**src/rtl/dmem_access_pkg.sv**
```systemverilog
// Shared types and defaults for the data-memory access stage.
//   state_e       : access FSM encoding (Idle, Req, Done)
//   DmemAddrW     : default address width
//   DmemDataW     : default data width
package dmem_access_pkg;

  localparam int unsigned DmemAddrW = 32;
  localparam int unsigned DmemDataW = 32;

  typedef enum logic [1:0] {
    StIdle = 2'd0,
    StReq  = 2'd1,
    StDone = 2'd2
  } state_e;

endpackage

```
**src/rtl/dmem_access.sv**
```systemverilog
// Data-memory access stage between EX_MEM and MEM_WB.
// Turns MemRead/MemWrite into a req/ack transaction on the data-memory port and stalls the
// pipeline until the memory responds. Non-memory instructions pass through in one cycle.
//
// Ports:
//   clk_i, rst_n_i               clock, asynchronous active-low reset
//   ALUResult_i, WriteData_i     address/ALU result and store data from EX_MEM
//   MemRead_i, MemWrite_i        access request (write wins if both set)
//   RegWrite_i, MemToReg_i       writeback control from EX_MEM
//   ALUResult_o, RDData_o        ALU result pass-through and captured load data to MEM_WB
//   RegWrite_o, MemToReg_o       writeback control to MEM_WB
//   stall_o                      freezes PC and all upstream pipeline registers
//   mem_req_o, mem_we_o          registered request / write-enable
//   mem_addr_o, mem_wdata_o      registered address / store data
//   mem_ack_i, mem_rdata_i       one-cycle completion pulse and load data
//   misalign_o                   misaligned access flag (DONE cycle only)
//
// Build option: DMEM_MISALIGN_CHECK_EN makes accesses with a non word-aligned address skip the
// memory, go straight to DONE, raise misalign_o and suppress RegWrite_o in that cycle.
module dmem_access
  import dmem_access_pkg::*;
#(
  parameter int unsigned ADDR_W = DmemAddrW,
  parameter int unsigned DATA_W = DmemDataW
) (
  input  logic              clk_i,
  input  logic              rst_n_i,
  input  logic [ADDR_W-1:0] ALUResult_i,
  input  logic [DATA_W-1:0] WriteData_i,
  input  logic              MemRead_i,
  input  logic              MemWrite_i,
  input  logic              RegWrite_i,
  input  logic              MemToReg_i,
  output logic [ADDR_W-1:0] ALUResult_o,
  output logic [DATA_W-1:0] RDData_o,
  output logic              RegWrite_o,
  output logic              MemToReg_o,
  output logic              stall_o,
  output logic              mem_req_o,
  output logic              mem_we_o,
  output logic [ADDR_W-1:0] mem_addr_o,
  output logic [DATA_W-1:0] mem_wdata_o,
  input  logic              mem_ack_i,
  input  logic [DATA_W-1:0] mem_rdata_i,
  output logic              misalign_o
);

  state_e            state_q, state_d;
  logic              req_q, req_d;
  logic              we_q, we_d;
  logic [ADDR_W-1:0] addr_q, addr_d;
  logic [DATA_W-1:0] wdata_q, wdata_d;
  logic [DATA_W-1:0] rdata_q, rdata_d;
  logic              access;
  logic              misaligned;

  assign access = MemRead_i | MemWrite_i;

`ifdef DMEM_MISALIGN_CHECK_EN
  assign misaligned = (ALUResult_i[1:0] != 2'b00);

  // Remembers that the access which led into DONE was rejected as misaligned.
  logic mis_q;
  always_ff @(posedge clk_i or negedge rst_n_i) begin
    if (!rst_n_i) begin
      mis_q <= 1'b0;
    end else if (state_q == StIdle) begin
      mis_q <= access & misaligned;
    end
  end

  assign misalign_o = (state_q == StDone) & mis_q;
`else
  assign misaligned = 1'b0;
  assign misalign_o = 1'b0;
`endif

  always_comb begin
    state_d = state_q;
    req_d   = req_q;
    we_d    = we_q;
    addr_d  = addr_q;
    wdata_d = wdata_q;
    rdata_d = rdata_q;
    stall_o = 1'b0;
    unique case (state_q)
      StIdle: begin
        if (access) begin
          stall_o = 1'b1;
          if (misaligned) begin
            state_d = StDone;
          end else begin
            req_d   = 1'b1;
            we_d    = MemWrite_i;
            addr_d  = ALUResult_i;
            wdata_d = WriteData_i;
            state_d = StReq;
          end
        end
      end
      StReq: begin
        stall_o = 1'b1;
        if (mem_ack_i) begin
          if (!we_q) begin
            rdata_d = mem_rdata_i;
          end
          req_d   = 1'b0;
          we_d    = 1'b0;
          state_d = StDone;
        end
      end
      // One unstalled cycle so MEM_WB samples RDData_o and the pipeline advances.
      StDone: state_d = StIdle;
      default: state_d = StIdle;
    endcase
  end

  always_ff @(posedge clk_i or negedge rst_n_i) begin
    if (!rst_n_i) begin
      state_q <= StIdle;
      req_q   <= 1'b0;
      we_q    <= 1'b0;
      addr_q  <= '0;
      wdata_q <= '0;
      rdata_q <= '0;
    end else begin
      state_q <= state_d;
      req_q   <= req_d;
      we_q    <= we_d;
      addr_q  <= addr_d;
      wdata_q <= wdata_d;
      rdata_q <= rdata_d;
    end
  end

  assign mem_req_o   = req_q;
  assign mem_we_o    = we_q;
  assign mem_addr_o  = addr_q;
  assign mem_wdata_o = wdata_q;
  assign RDData_o    = rdata_q;
  assign ALUResult_o = ALUResult_i;
  assign MemToReg_o  = MemToReg_i;
  assign RegWrite_o  = RegWrite_i & ~misalign_o;

endmodule

```
**config.mk**
```make
export PLATFORM = sky130hd
export DESIGN_NAME = dmem_access
export DESIGN_NICKNAME = d
export VERILOG_FILES = /design/src/rtl/dmem_access_pkg.sv /design/src/rtl/dmem_access.sv
export SDC_FILE = /design/constraint.sdc
export NUM_CORES = 1
export LEC_CHECK = 0
export ABC_CLOCK_PERIOD_IN_PS = 2000
export BUFFER_PORTS_ARGS = -buffer_cell sky130_fd_sc_hd__buf_4
export CAP_MARGIN = 20
export CORE_MARGIN = 2
export CORE_UTILIZATION = 44
export CTS_CLUSTER_SIZE = 16
export DETAILED_ROUTE_END_ITERATION = 8
export PLACE_DENSITY = 0.83
export SLEW_MARGIN = 10
export SYNTH_ARGS = -nofsm -noshare
export SYNTH_HDL_FRONTEND = slang
export SYNTH_SLANG_ARGS = --single-unit
```
**constraint.sdc**
```tcl
create_clock -name clk_i -period 2 [get_ports clk_i]
set_input_delay 0.2 -clock clk_i [delete_from_list [all_inputs] [get_ports clk_i]]
set_output_delay 0.2 -clock clk_i [all_outputs]
set_load 0.1 [all_outputs]
```
==> Word level (Yosys, flattened, before mapping) <==
Cells that the tools add are included.
{ "op_classes": {"bitwise": 2, "n_eq_ne": 3, "mux": 10, "n_reduce_logical": 6} }
{ "ops": {"columns": ["op", "n"], "rows": [
  ["$pmux 1 s2", 3],
  ["$reduce_and 3->1", 2],
  ["$mux 1", 4],
  ["$mux 2", 2],
  ["$ne 2x2->1 const B", 2],
  ["$pmux 2 s2", 1],
  ["$reduce_and 2->1", 2],
  ["$eq 2x1->1 const B", 1],
  ["$logic_not 2->1", 1],
  ["$reduce_bool 2->1", 1],
  ["$not 1->1", 1],
  ["$or 1x1->1", 1]
]} }
{ "word_totals": {"output_inout_bits": 134, "inputBits": 103, "elab_cells": 27, "reg_bits": 100} }

==> Depth between registers and ports, before layout <==
Gate-level depths: netlist (run 1).
{ "depth": {"ltp_word": 3, "mapped_depth": 5, "mapped_depth_nobuf": 3} }

==> Worst setup path after synthesis (run 1) <==
No wires, ideal clock.
{ "synth_path": {"kind": "register -> register", "startpoint": "register state_q[1]", "endpoint": "register state_q[0]", "n_path_buf": 0, "required_time_ns": 1.926, "t_arrival_ns": 2.000, "stages_incl_launch_ff": 3, "setup_slack_ns": -0.074, "period_less_slack_ns": 2.074, "setup_ns": 0.074, "cell_sequence": "dfrtp_1 -> nor2_1 -> and2_1"} }
{ "synth_via": {"elab_chain_cells": 3, "elab_cells_between_ends": 6, "classes_between": "3 x eq/ne; 1 x mux; 2 x reduce/logical"} }
{ "synth_rtl": {"columns": ["element", "line_no", "source"], "rows": [
  ["start: declaration", "dmem_access.sv:48", "state_e state_q, state_d;"],
  ["start signal: assignment", "dmem_access.sv:120", "state_q <= StIdle;"],
  ["start signal: assignment", "dmem_access.sv:127", "state_q <= state_d;"],
  ["$eq 2x1->1 / $logic_not 2->1 (equally long branches)", "dmem_access.sv:86", "unique case (state_q)"],
  ["$ne 2x2->1 (no source line)", null, null],
  ["$reduce_and 2->1 (no source line)", null, null]
]} }
Parallel ways exist; a longest one is shown, timed or not.
A chain may end at the register's enable or synchronous reset.

==> Final worst setup path (run 1) <==
{ "layout_path": {"startpoint": "register state_q[1]", "endpoint": "register wdata_q[22], in the netlist mem_wdata_o[22]"} }
{ "layout_via": {"elab_chain_cells": 2} }
{ "layout_rtl": {"columns": ["element", "line_no", "source"], "rows": [
  ["$logic_not 2->1", "dmem_access.sv:86", null],
  ["$reduce_and 2->1 (no source line)", null, null],
  ["end signal: assignment", "dmem_access.sv:131", "wdata_q <= wdata_d;"],
  ["end: declaration", "dmem_access.sv:52", "logic [DATA_W-1:0] wdata_q, wdata_d;"]
]} }
No other way between the ends.

==> results of run 1 <==
==> final timing paths <==
check / from / end / slack (ns) / depth (start not counted)
worst max-delay path: state_q[1]$_DFFE_PN0P_ / mem_wdata_o[22]$_DFFE_PN0P_ / 0.39 / 3
min in group asynchronous: rst_n_i / mem_wdata_o[9]$_DFFE_PN0P_ / 0.31 / 2
worst min-delay path: WriteData_i[15] / mem_wdata_o[15]$_DFFE_PN0P_ / 0.07 / 2
max in group asynchronous: rst_n_i / RDData_o[18]$_DFFE_PN0P_ / 1.02 / 3
worst min register to register: RDData_o[30]$_DFFE_PN0P_ / RDData_o[30]$_DFFE_PN0P_ / 0.50 / 1
worst max register to register: state_q[1]$_DFFE_PN0P_ / mem_wdata_o[22]$_DFFE_PN0P_ / 0.39 / 3
==> metal layers <==
layer / share of wire, % / track usage [%] / wire [um]
met2: 53 / 30.2 / 4730
met3: 9.1 / 6.55 / 804
met5: 0 / 0 / 0
met1: 37 / 19.2 / 3270
met4: 0.88 / 5.06 / 78
==> kinds of logic (layout without fill, tap and decap cells) <==
| family | Yosys count | in the layout | share of synthesized area [%] |
|---|---|---|---|
| multiplexers | 96 | 96 | 26.7 |
| AO/OA/AOI/OAI | 4 | 4 | 0.586 |
| flip-flops | 100 | 100 | 61.7 |
| other | 1 | 1 | 0.0924 |
| buffers and inverters | 48 | 255 | 9.38 |
| AND/OR/NAND/NOR | 10 | 10 | 1.60 |
==> through the flow <==
step                      utilization, %  cells  area [um^2]
after floorplan                        -    259         4060
after global placement              61.9    560         5640
after detailed placement            61.9    560         5640
after CTS                           63.8    577         5820
after global routing                63.8    577         5820
final                               63.8    577         5820
==> cell type report <==
class,instances,share of cell area [%]
Timing Repair Buffer,236,31.2
Clock buffer,11,2.26
Multi-Input combinational cell,111,20.3
Inverter,3,0.194
Clock inverter,5,0.645
Sequential cell,100,43.0
Tap cell,111,2.39
==> sequential cells by signal, summed over array words and instances (netlist names) <==
name	cells
RDData_o	32
mem_wdata_o	32
state_q	2
mem_we_o	1
mem_req_o	1
mem_addr_o	32
==> placed cells by master (no fill, tap or decap), types with 2 or more instances in the layout <==
cell type   count
dfrtp_1       100
mux2_1          2
nor3_4          2
clkbuf_1        2
clkbuf_8        9
clkinvlp_4      2
inv_1           3
buf_12          3
o21ai_0         2
mux2_2         94
buf_4         232
nor2_1          2
==> worst max-delay path, delay by kind of cell (launching register included) <==
family | cells | cell delay (ns)
flip-flops | 1 | 0.50
AND/OR/NAND/NOR | 1 | 0.24
multiplexers | 1 | 0.39
buffers and inverters | 1 | 0.30
==> impl_metrics.toml, run 1 <==
[clock_tree]
cts_num_sinks = 100
cts_setup_buffers = 0
clk_latency_ns = 0.35
cts_resized = 0
cts_hold_buf = 1
cts_root_buffer = "clkbuf_8"
path_clk_slew_ns = 0.10
numCtsBuffers = 9
clockBufferDepth = 2
cts_tree = "built"
cts_max_level = 3

[logic_synthesis]
synth_top_cell_area_share_pct = 61.7
ys.flop_type = "dfrtp_1"
synth_edf_count = 0
ys_seq_area_share_pct = 61.7
yosys_warnings = 0
synth.cell_area_mm2 = 0.00406
synth.area.top_cells = "dfrtp_1 (62%), mux2_2 (26%), buf_4 (6.5%), buf_6 (2.5%), mux2_1 (0.56%)"
ys_ff_latch = 100
synth_nets = 362
yosys.area.top_type = "dfrtp_1"
yosys-top-cells-count = "dfrtp_1 (100), mux2_2 (94), buf_4 (35)"
synth_cells = 259
avgSynthCellArea_um2 = 15.7
synth.most_common_cell = "dfrtp_1"
ys_types = 19
synthArstFlopShare_pct = 100

[drt]
drtIter0Drc = 27
wirelength_mm = 8.88
wire_per_inst_um = 15.4
firstDrtPassIters = 4
viasPerCell = 4.72
drc = 0
antenna_left = 0
vias = 2723

[placement]
io_buffers = 231
pre_cts_slack_ns = 0.424
globalplace.congestion = 0.712
post-dp-hpwl_mm = 6.75

[global_routing]
grt_pass1_vias = 2810
grt_usage_pct = 17.1
antenna_found_initial = 0
overflow = 0
grt_first_pass_wirelength_mm = 13.4
grt_max_degree = 66

[run]
maxCapViolCount = 0

[timing]
fin_crit_sh_pct = 80.3
min_period_ns = 1.61
report.final.hold_viol_count = 0
finClkSkew_ns = 0.0128
setup_violations = 0
setup_ws_ns = 0.394
worst_hold_slack_ns = 0.0689
tns_ns = 0
rsz0062_at_grt = "no"
timing.final.max_slew_violations = 0
fmax_mhz = 622

[die]
die_x_um = 100
die-height_um = 100
fp.dieArea_mm2 = 0.0100
rows = 35
initial_utilization_pct = 44.5
core_area_mm2 = 0.00911
boundaryPins = 237

[worst_setup_path]
crit_chain = "nor3_4 -> buf_12 -> mux2_2"
cp.arrival_ns = 1.84
critPathKind = "register to register"
required_ns = 2.23
path_max_fanout = 65
critical_path.slowest_cell = "dfrtp_1"
start_kind = "register"
critical-path-max-stage-delay_ns = 0.50
endpoint_kind = "register"

[layout]
fillCellCount = 709
final_nets = 564
area_growth_pct = 43.4
antenna_cells = 0
seq_area_mm2 = 0.00250
drive_gt1_share_pct = 74.5
multi_input_area_mm2 = 0.00118

[outcome]
outcome = "complete, no violations"

[hold_path]
min_path_type = "input pin to register"
Power of run 1 is not shown: default switching activity piles up to over one toggle a cycle in this logic, so the estimate is an artifact.
==> run 2, diff against run 1 <==
Settings changed: ABC_CLOCK_PERIOD_IN_PS 2000 to 1600.
Clock period 2 ns to 1.6 ns, I/O delays scaled along.
==> run 2 against run 1 <==
Utilization increased by 0.89 points. Register-to-register slack got worse by 0.32 ns. Cell area increased by 1.4%. Setup slack got worse by 0.32 ns. Worst hold slack got worse by 0.037 ns. First-iteration DRC count increased by 100%. Via count increased by 0.11%. Highest routed layer unchanged.
==> impl_metrics.toml, run 2 (synthesized netlist as in run 1, its figures left out) <==
[layout]
area_growth_pct = 45.4
multi_input_area_mm2 = 0.00118
antenna_cells = 0
final_cell_mix = "buf_4 (231), dfrtp_1 (99), mux2_2 (94)"
fillCellCount = 690
fin_cells = 578
drive_gt1_share_pct = 74.9
final_common_cell = "buf_4"
seq_area_mm2 = 0.00250
fin_area_mm2 = 0.00590
final_nets = 566

[global_routing]
antenna_found_initial = 0
grt_usage_pct = 17.4
grt_first_pass_wirelength_mm = 13.8
grt_pass1_vias = 2861
grt_max_degree = 101
overflow = 0

[worst_setup_path]
timing.rr.start = "state_q[0]$_DFFE_PN0P_"
critical-path-max-stage-delay_ns = 0.46
setup.worst_path.start = "state_q[0]$_DFFE_PN0P_"
reg2reg_slack_ns = 0.07
critPathKind = "register to register"
start_kind = "register"
required_ns = 1.83
path_max_fanout = 32
critical_path.slowest_cell = "dfrtp_1"
crit_chain = "nand2_1 -> nor3_4 -> buf_12 -> mux2_2"
critPathTopFamily = "flip-flops"
worstReg2RegEnd = "RDData_o[16]$_DFFE_PN0P_"
setup.worst_path.end = "RDData_o[16]$_DFFE_PN0P_"
reg2reg_depth = 4
crit_cells = 4
endpoint_kind = "register"
crit_buf_inv = 1
cp.arrival_ns = 1.75

[timing]
fmax_mhz = 656
slew_headroom_pct = 65.2
fin_crit_sh_pct = 95.3
finClkSkew_ns = 0.0157
worst_pin_slew_ns = 0.522
tns_ns = 0
setup_violations = 0
report.final.hold_viol_count = 0
min_period_ns = 1.53
timing.final.max_slew_violations = 0
rsz0062_at_grt = "no"

[run]
maxCapViolCount = 0

[drt]
wirelength_mm = 8.84
antenna_left = 0
drc = 0
wire_per_inst_um = 15.3
vias = 2726
viasPerCell = 4.72
firstDrtPassIters = 4
drtIter0Drc = 55

[die]
core_area_mm2 = 0.00911
die_x_um = 100
rows = 35
initial_utilization_pct = 44.5
boundaryPins = 237
die-height_um = 100
fp.dieArea_mm2 = 0.0100

[clock_tree]
path_clk_slew_ns = 0.10
cts_root_buffer = "clkbuf_8"
cts_max_level = 3
cts_tree = "built"
cts_num_sinks = 100
numCtsBuffers = 9
cts_resized = 0
clk_latency_ns = 0.35
clockBufferDepth = 2

[placement]
dpl.cell_count = 560
postPlaceCellArea_mm2 = 0.00565
post-dp-hpwl_mm = 6.65
io_buffers = 231
globalplace.congestion = 0.701

[outcome]
outcome = "complete, no violations"

[hold_path]
min_path_type = "input pin to register"
-- run 2: worst min-delay path by stage --
stage	slack (ns)	end	start	depth (start not counted)
after global placement	0.26	mem_addr_o[13]$_DFFE_PN0P_	rst_n_i	2
after detailed placement	0.27	mem_addr_o[14]$_DFFE_PN0P_	rst_n_i	2
final	0.03	RDData_o[5]$_DFFE_PN0P_	mem_rdata_i[5]	2
after CTS	0.01	mem_wdata_o[0]$_DFFE_PN0P_	WriteData_i[0]	2
after floorplan	-0.14	RDData_o[0]$_DFFE_PN0P_	rst_n_i	0
after global routing	0.005	mem_wdata_o[23]$_DFFE_PN0P_	WriteData_i[23]	2
-- run 2: layer usage --
metal  track usage (%)  part of all wire (%)  vias up
li1                  -                     -     1263
met1              19.9                    37     1316
met2              30.5                    53      135
met3              5.78                   8.9       12
met4              6.11                   1.5        0
met5                 0                     0        -
-- run 2: cell type report --
type                            instances  area share (%)
Sequential cell                       100            42.5
Timing Repair Buffer                  238            31.7
Multi-Input combinational cell        111            20.1
Tap cell                              111            2.36
Clock buffer                           10            2.16
Clock inverter                          5            1.08
Inverter                                3           0.191
-- run 2: what timing repair did --
| action | CTS | global route |
|---|---|---|
| hold endpoints to repair | 100 | 0 |
| setup endpoints to repair | 0 | 38 |
| hold buffers | 1 | 0 |
| buffers inserted | 0 | 1 |
-- run 2: metrics by stage --
step           hold WS, ns  setup WS [ns]  util (%)
6_report            0.0314         0.0747      64.7
5_1_grt            0.00451         0.0130      64.7
3_5_place_dp         0.267         0.0188      62.0
2_1_floorplan       -0.136         0.0207         -
3_3_place_gp         0.257         0.0835      62.0
4_1_cts             0.0135        0.00938      64.2
Power of run 2 is left out for the same reason.
==> run 3, diff against run 2 <==
Settings changed: ABC_CLOCK_PERIOD_IN_PS 1600 to unset, CORE_UTILIZATION 44 to 47, CTS_CLUSTER_SIZE 16 to 8, PLACE_DENSITY 0.83 to 0.87.
Clock period 1.6 ns to 1.85 ns, I/O delays scaled along.
==> run 3 against run 2 <==
Wire length grew 4.3%. Worst hold slack gained 0.012 ns. Utilization grew 6.1 points. Non-clock buffer count is the same. Register-to-register slack gained 0.18 ns. Clock-buffer cell count shrank 1. Cell area shrank 0.36%. Via count grew 1.2%. Critical path depth shrank 1. Critical path type unchanged.
==> impl_metrics.toml, run 3 (synthesized netlist as in run 1, its figures left out) <==
[clock_tree]
numCtsBuffers = 9
cts_num_sinks = 100
clk_latency_ns = 0.35
cts_tree = "built"
cts_resized = 0
path_clk_slew_ns = 0.10
cts_root_buffer = "clkbuf_8"
clockBufferDepth = 2
cts_max_level = 3

[drt]
antenna_left = 0
vias = 2758
wirelength_mm = 9.22
drc = 0
wire_per_inst_um = 16.1
viasPerCell = 4.81
firstDrtPassIters = 3
drtIter0Drc = 52

[layout]
fin_util_pct = 70.8
final_cell_mix = "buf_4 (234), dfrtp_1 (100), mux2_2 (94)"
antenna_cells = 0
fin_cells = 573
fillCellCount = 577
area_growth_pct = 44.8
drive_gt1_share_pct = 75.0
final_nets = 566
final_common_cell = "buf_4"

[timing]
report.final.hold_viol_count = 0
setup_violations = 0
rsz0062_at_grt = "no"
worst_hold_slack_ns = 0.0437
fin_crit_sh_pct = 86.0
finClkSkew_ns = 0.0149
fmax_mhz = 628
tns_ns = 0
worst_pin_slew_ns = 0.524
min_period_ns = 1.59
slew_headroom_pct = 65.1
timing.final.max_slew_violations = 0

[worst_setup_path]
start_kind = "register"
critical-path-max-stage-delay_ns = 0.50
crit_buf_inv = 1
cp.arrival_ns = 1.83
path_max_fanout = 23
crit_chain = "nor3_4 -> buf_4 -> mux2_2"
endpoint_kind = "register"
critPathKind = "register to register"
critical_path.slowest_cell = "dfrtp_1"
critPathTopFamily = "flip-flops"
required_ns = 2.09

[die]
die_x_um = 96.9
core_area_mm2 = 0.00830
die-height_um = 96.9
initial_utilization_pct = 48.9
rows = 33
boundaryPins = 237
fp.dieArea_mm2 = 0.00939

[placement]
io_buffers = 231
dpl.cell_count = 556
post-dp-hpwl_mm = 7.23
globalplace.congestion = 0.734

[global_routing]
grt_pass1_vias = 2991
grt_max_degree = 43
grt_usage_pct = 19.7
antenna_found_initial = 0
overflow = 0
grt_first_pass_wirelength_mm = 14.8

[run]
maxCapViolCount = 0

[outcome]
outcome = "complete, no violations"

[hold_path]
min_path_type = "input pin to register"
## run 3: cell count changes in the layout (fill, tap and decap cells not counted), sizes merged
cell,delta
bufinv,+1
buf,+1
clkinv,-2
inv,+2
clkbuf,-2
clkinvlp,+1
## run 3: area by class of cell
type | count | area, um^2 | share of cell area (%)
sequential | 100 | 2500 | 42.6
timing repair buffer | 238 | 1830 | 31.1
multi-input combinational | 111 | 1180 | 20.1
tap | 105 | 131 | 2.24
clock buffer | 9 | 124 | 2.11
clock inverter | 7 | 97.6 | 1.66
inverter | 3 | 11.3 | 0.192
## run 3: through the flow
stage	area [um^2]	worst slack (ns)
floorplan	4060	0.0381
global placement	5640	0.311
detailed placement	5640	0.268
CTS	5880	0.258
global route	5880	0.203
finish	5880	0.259
## run 3: timing repair
action / in CTS / in global routing
endpoints found under the hold margin: 38 / 0
setup endpoints to repair: 0 / 0
setup buffers: 0 / 0
hold buffers: 1 / 0
## run 3: metal layers
| metal | GRT usage, % | wire, um |
|---|---|---|
| met1 | 21.2 | 3210 |
| met4 | 6.28 | 148 |
| met5 | 0 | 0 |
| met2 | 35.6 | 5010 |
| met3 | 7.59 | 857 |
## run 3: final timing paths
kind,cells past startpoint,slack [ns],to,startpoint
min in group asynchronous,2,0.35,RDData_o[2]$_DFFE_PN0P_,rst_n_i
max in group asynchronous,3,0.84,mem_wdata_o[3]$_DFFE_PN0P_,rst_n_i
setup reg to reg,3,0.26,mem_wdata_o[24]$_DFFE_PN0P_,state_q[1]$_DFFE_PN0P_
setup / recovery,3,0.26,mem_wdata_o[24]$_DFFE_PN0P_,state_q[1]$_DFFE_PN0P_
hold / removal,2,0.04,RDData_o[5]$_DFFE_PN0P_,mem_rdata_i[5]
hold reg to reg,1,0.50,RDData_o[5]$_DFFE_PN0P_,RDData_o[5]$_DFFE_PN0P_
Power of run 3 is left out for the same reason.
